File: config.mk
export PLATFORM = sky130hd
export DESIGN_NAME = pc_update_unit
export DESIGN_NICKNAME = d
export VERILOG_FILES = /design/src/rtl/pc_ctrl_pkg.sv /design/src/rtl/branch_cond_eval.sv /design/src/rtl/pc_update_unit.sv
export SDC_FILE = /design/constraint.sdc
export NUM_CORES = 1
export LEC_CHECK = 0
export CORE_UTILIZATION = 35
export DETAILED_ROUTE_END_ITERATION = 6
export MAX_ROUTING_LAYER = met4
export PLACE_DENSITY = 0.68
export SLEW_MARGIN = 15
export SYNTH_ARGS = -nofsm -noshare
export SYNTH_HDL_FRONTEND = slang
export SYNTH_SLANG_ARGS = --single-unit
File: constraint.sdc
create_clock -name clk -period 3.3 [get_ports clk]
set_input_delay 0.99 -clock clk [delete_from_list [all_inputs] [get_ports clk]]
set_output_delay 0.99 -clock clk [all_outputs]
set_load 0.02 [all_outputs]
File: src/rtl/pc_ctrl_pkg.sv
// Shared encodings for the PC control slice.
// Covers branch condition codes, exception cause codes and PC update FSM states.
package pc_ctrl_pkg;

  typedef enum logic [1:0] {
    BR_EQ = 2'b00,
    BR_NE = 2'b01,
    BR_GT = 2'b10,
    BR_LE = 2'b11
  } br_op_e;

  typedef enum logic [1:0] {
    CAUSE_OPCODE = 2'b00,
    CAUSE_OVF    = 2'b01,
    CAUSE_DIV0   = 2'b10,
    CAUSE_ALIGN  = 2'b11
  } cause_e;

  typedef enum logic {
    ST_RUN       = 1'b0,
    ST_TRAP_WAIT = 1'b1
  } pc_state_e;

  localparam int CNT_W = 5;

endpackage

File: src/rtl/branch_cond_eval.sv
// Combinational branch resolution from ALU flags.
// Shared with the branch-predict and debug logic.
module branch_cond_eval
  import pc_ctrl_pkg::*;
(
  input  logic [1:0] branch_op_i,
  input  logic       alu_zero_i,
  input  logic       alu_gt_i,
  output logic       cond_true_o
);

  always_comb begin
    cond_true_o = 1'b0;
    unique case (br_op_e'(branch_op_i))
      BR_EQ:   cond_true_o = alu_zero_i;
      BR_NE:   cond_true_o = ~alu_zero_i;
      BR_GT:   cond_true_o = alu_gt_i;
      BR_LE:   cond_true_o = ~alu_gt_i;
      default: cond_true_o = 1'b0;
    endcase
  end

endmodule

File: src/rtl/pc_update_unit.sv
// PC register stage with EPC/cause capture and a trap-entry wait window.
// Define PC_ALIGN_CHECK_EN to trap on misaligned PC loads (align_fault pulses).
module pc_update_unit
  import pc_ctrl_pkg::*;
#(
  parameter logic [31:0] RESET_PC     = 32'h0000_0000,
  parameter logic [31:0] EPC_OFFSET   = 32'd4,
  parameter int          TRAP_TIMEOUT = 16
) (
  input  logic        clk,
  input  logic        reset,
  input  logic [31:0] pc_next,
  input  logic        pc_write,
  input  logic        pc_write_cond,
  input  logic [1:0]  branch_op,
  input  logic        alu_zero,
  input  logic        alu_gt,
  input  logic        exc_req,
  input  logic [1:0]  exc_cause,
  output logic [31:0] pc,
  output logic [31:0] epc,
  output logic [1:0]  cause,
  output logic        exc_pending,
  output logic        double_fault,
  output logic        trap_timeout,
  output logic        align_fault
);

  localparam logic [CNT_W-1:0] TIMEOUT_CNT = CNT_W'(TRAP_TIMEOUT);
  localparam logic [CNT_W-1:0] CNT_MAX     = '1;

  pc_state_e         state_q;
  logic [31:0]       pc_q, epc_q;
  logic [1:0]        cause_q;
  logic [CNT_W-1:0]  cnt_q, cnt_d;
  logic              double_fault_q, trap_timeout_q, align_fault_q;
  logic              cond_true, pc_we, misaligned;

  branch_cond_eval u_branch_cond_eval (
    .branch_op_i (branch_op),
    .alu_zero_i  (alu_zero),
    .alu_gt_i    (alu_gt),
    .cond_true_o (cond_true)
  );

  assign pc_we = pc_write | (pc_write_cond & cond_true);
  assign cnt_d = (cnt_q == CNT_MAX) ? cnt_q : cnt_q + 1'b1;

`ifdef PC_ALIGN_CHECK_EN
  assign misaligned = |pc_next[1:0];
`else
  assign misaligned = 1'b0;
`endif

  // In TRAP_WAIT only an unconditional write (the handler vector) may leave the window.
  always_ff @(posedge clk) begin
    if (!reset) begin
      state_q        <= ST_RUN;
      pc_q           <= RESET_PC;
      epc_q          <= '0;
      cause_q        <= '0;
      cnt_q          <= '0;
      double_fault_q <= 1'b0;
      trap_timeout_q <= 1'b0;
      align_fault_q  <= 1'b0;
    end else begin
      align_fault_q <= 1'b0;
      unique case (state_q)
        ST_RUN: begin
          cnt_q <= '0;
          if (exc_req) begin
            epc_q   <= pc_q - EPC_OFFSET;
            cause_q <= exc_cause;
            state_q <= ST_TRAP_WAIT;
          end else if (pc_we && misaligned) begin
            epc_q         <= pc_q;
            cause_q       <= CAUSE_ALIGN;
            align_fault_q <= 1'b1;
            state_q       <= ST_TRAP_WAIT;
          end else if (pc_we) begin
            pc_q <= pc_next;
          end
        end
        ST_TRAP_WAIT: begin
          cnt_q <= cnt_d;
          if (cnt_d >= TIMEOUT_CNT) trap_timeout_q <= 1'b1;
          if (exc_req) double_fault_q <= 1'b1;
          if (pc_write) begin
            if (misaligned) begin
              double_fault_q <= 1'b1;
            end else begin
              pc_q    <= pc_next;
              cnt_q   <= '0;
              state_q <= ST_RUN;
            end
          end
        end
        default: state_q <= ST_RUN;
      endcase
    end
  end

  assign pc           = pc_q;
  assign epc          = epc_q;
  assign cause        = cause_q;
  assign exc_pending  = (state_q == ST_TRAP_WAIT);
  assign double_fault = double_fault_q;
  assign trap_timeout = trap_timeout_q;
  assign align_fault  = align_fault_q;

endmodule

==> impl_metrics.env <==
export IMPL_cts_setup_buffers=0
export IMPL_syn_area_per_cell_um2=9.25
export IMPL_finalNonFillerCells=566
export IMPL_worstHoldPathType="reg -> reg"
export IMPL_fill_cells=834
export IMPL_synth_ff_type="dfxtp_1"
export IMPL_placed_area_mm2=0.00441
export IMPL_antenna_cells=0
export IMPL_cts_root_buf="clkbuf_8"
export IMPL_design_area_mm2=0.00457
export IMPL_pin_count=113
export IMPL_wl_per_cell_um=14.5
export IMPL_path_class="in -> reg"
export IMPL_synth_distinct_cells=45
export IMPL_p_int_mw=1.56
export IMPL_area_delta_synth_final_pct=43.2
export IMPL_max_cap_viol_count=0
export IMPL_drive_gt1_share_pct=6.99
export IMPL_synth_area_mm2=0.00319
export IMPL_numCtsBuffers=9
export IMPL_drtIter0Drc=59
export IMPL_tns_ns=0
export IMPL_outcome="complete, no violations"
export IMPL_cp_data_arrival_time_ns=2.91
export IMPL_grt_max_degree=33
export IMPL_ys_seq_elements=74
export IMPL_htreeDepth=3
export IMPL_grt_pass1_wl_um=13600
export IMPL_relSlewSlack_pct=48.2
export IMPL_synth_top_cell_area_share_pct=46.4
export IMPL_postSynthCellCount=345
export IMPL_p_comb_share_pct=27.7
export IMPL_drc=0
export IMPL_cts_hold_fix_buffers=0
export IMPL_fin_crit_sh_pct=81.3
export IMPL_vdd_drop_max_uv=207
export IMPL_synth_most_common_cell="dfxtp_1"
export IMPL_track_usage_pct=18.3
export IMPL_report_final_setup_viol=0
export IMPL_rows=34
export IMPL_ys_warn_count=0
export IMPL_dr_pass1_iters=4
export IMPL_start_util_pct=36.4
export IMPL_antenna_left=0
export IMPL_async_flop_share_pct=0
export IMPL_antenna_found_initial=0
export IMPL_place_gp_congestion=0.734
export IMPL_final_nets=498
export IMPL_yosysTopAreaCell="dfxtp_1"
export IMPL_clkPwrFrac_pct=26.6
export IMPL_numPortBuffers=111
export IMPL_cts_reportedPaths_clkPinSlew_ns=0.07
export IMPL_num_vias=2833
export IMPL_insertion_delay_ns=0.34
export IMPL_cts_sinks=74
export IMPL_worst_slew_pin_slew_ns=0.771
export IMPL_cp_end_kind="flop"
export IMPL_min_period_ns=2.68
export IMPL_swShare_pct=31.0
export IMPL_synth_nets=390
export IMPL_cp_max_fo=13
export IMPL_dieWidth_um=97.5
export IMPL_dieArea_mm2=0.00951
export IMPL_seq_area_frac_synth_pct=46.4
export IMPL_fmax_ghz=0.373
export IMPL_core_mm2=0.00876
export IMPL_slew_violations=0
export IMPL_p_seq_share_pct=45.7
export IMPL_avgViaCountPerCell=5.01
export IMPL_dpl_cell_count=550
export IMPL_synth_top_cells_by_count="dfxtp_1, nor2_1, mux2i_1, a21oi_1, o21ai_0"
export IMPL_cts_max_path_buffers=2
export IMPL_rsz0062_at_grt="no"
export IMPL_gr_total_overflow=0
export IMPL_cts_resized_gates=0
export IMPL_grt_pass1_vias=2797
export IMPL_cp_required_ns=3.53
export IMPL_dieHeight_um=97.5
export IMPL_hpwl_um=6070
export IMPL_hold_viol=0
export IMPL_drt_total_wl_um=8180
export IMPL_tritoncts="done"
export IMPL_p_leak_nw=1.70
export IMPL_clock_skew_ns=0.00813
export IMPL_p_per_area_mw_per_mm2=494
export IMPL_p_switching_mw=0.699
export IMPL_synth_area_leaders="dfxtp_1, mux2i_1, nor2_1, xnor2_1, a21oi_1"
export IMPL_startpoint_type="input port"
export IMPL_synth_edff_count=0
power groups by stage:
stage	Sequential (mW)	Clock, mW	Combinational, mW
floorplan	1.12	0	0.296
global placement	1.05	0	0.620
detailed placement	1.05	0	0.630
CTS	1.03	0.624	0.633
global route	1.04	0.669	0.680
finish	1.03	0.600	0.627
sequential cells by signal, summed over array words and instances (netlist names), named ones only:
signal and count:
cnt_q 2, double_fault 1, pc 32, epc 32, cause 2, trap_timeout 1, exc_pending 1
critical path, cell delays in order:
cell             delay, ns
clkdlybuf4s50_1       0.47
mux2i_1               0.32
nor3b_1               0.13
a2111oi_4             0.37
buf_4                 0.33
mux2i_1               0.25
nor2_1                0.05
per-stage QoR:
stage	util, %	setup WS, ns	power (mW)	hold slack, ns
4_1_cts	52.1	0.617	2.29	0.460
2_1_floorplan	-	0.784	1.42	0.449
6_report	52.1	0.617	2.26	0.457
3_3_place_gp	50.3	0.324	1.67	0.443
3_5_place_dp	50.3	0.257	1.68	0.449
5_1_grt	52.1	0.512	2.39	0.486
metal layers:
metal  share of wire [%]  GRT usage (%)  vias to the layer above
met1                  47           23.2                     1323
met2                  48           29.5                       78
met3                 4.2           3.45                        8
li1                    -              -                     1424
met5                   0              -                        -
met4                0.94           5.43                        0
cells by family after synthesis:
logic type	after synthesis	share of synthesized area, %
AO/OA/AOI/OAI	68	12.3
multiplexers	34	10.7
flip-flops	74	46.4
other	1	0.117
buffers and inverters	25	4.16
XOR/XNOR	25	6.86
AND/OR/NAND/NOR	116	18.7
adder cells (fa/ha/maj)	2	0.784
area by class of cell:
cell class | count | area [um2] | share of cell area (%)
multi-input cells | 246 | 1600 | 35.0
flip-flops and latches | 74 | 1480 | 32.4
repair buffers | 118 | 1180 | 25.7
clock buffers | 13 | 149 | 3.26
well taps | 108 | 135 | 2.96
clock inverters | 3 | 15.0 | 0.329
inverters | 4 | 15.0 | 0.329
final timing paths:
| check | from | endpoint | slack (ns) | cells past startpoint |
|---|---|---|---|---|
| setup / recovery | branch_op[1] | pc[28] | 0.62 | 7 |
| hold / removal | epc[0] | epc[0] | 0.46 | 2 |
| setup reg to reg | pc[2] | epc[22] | 0.88 | 6 |
| hold reg to reg | epc[0] | epc[0] | 0.46 | 2 |
cells in the final DEF, fill, tap and decap left out, types with 3 or more instances in the layout:
cell / synthesis / routed
clkdlybuf4s50_1: 0 / 111
dfxtp_1: 74 / 74
nor2_1: 52 / 52
mux2i_1: 34 / 34
a21oi_1: 28 / 28
o21ai_0: 23 / 23
nand2_1: 19 / 19
xnor2_1: 17 / 17
clkbuf_8: 2 / 10
xor2_1: 8 / 8
nor3_1: 7 / 7
nor4_1: 6 / 6
buf_4: 1 / 6
a211oi_1: 5 / 5
inv_1: 4 / 4
or4_1: 4 / 4
nand3_1: 4 / 4
a311oi_1: 3 / 3
a31oi_1: 3 / 3
clkbuf_1: 12 / 3
clkinv_2: 0 / 3
Note: power is estimated with default switching activity, not from simulation.
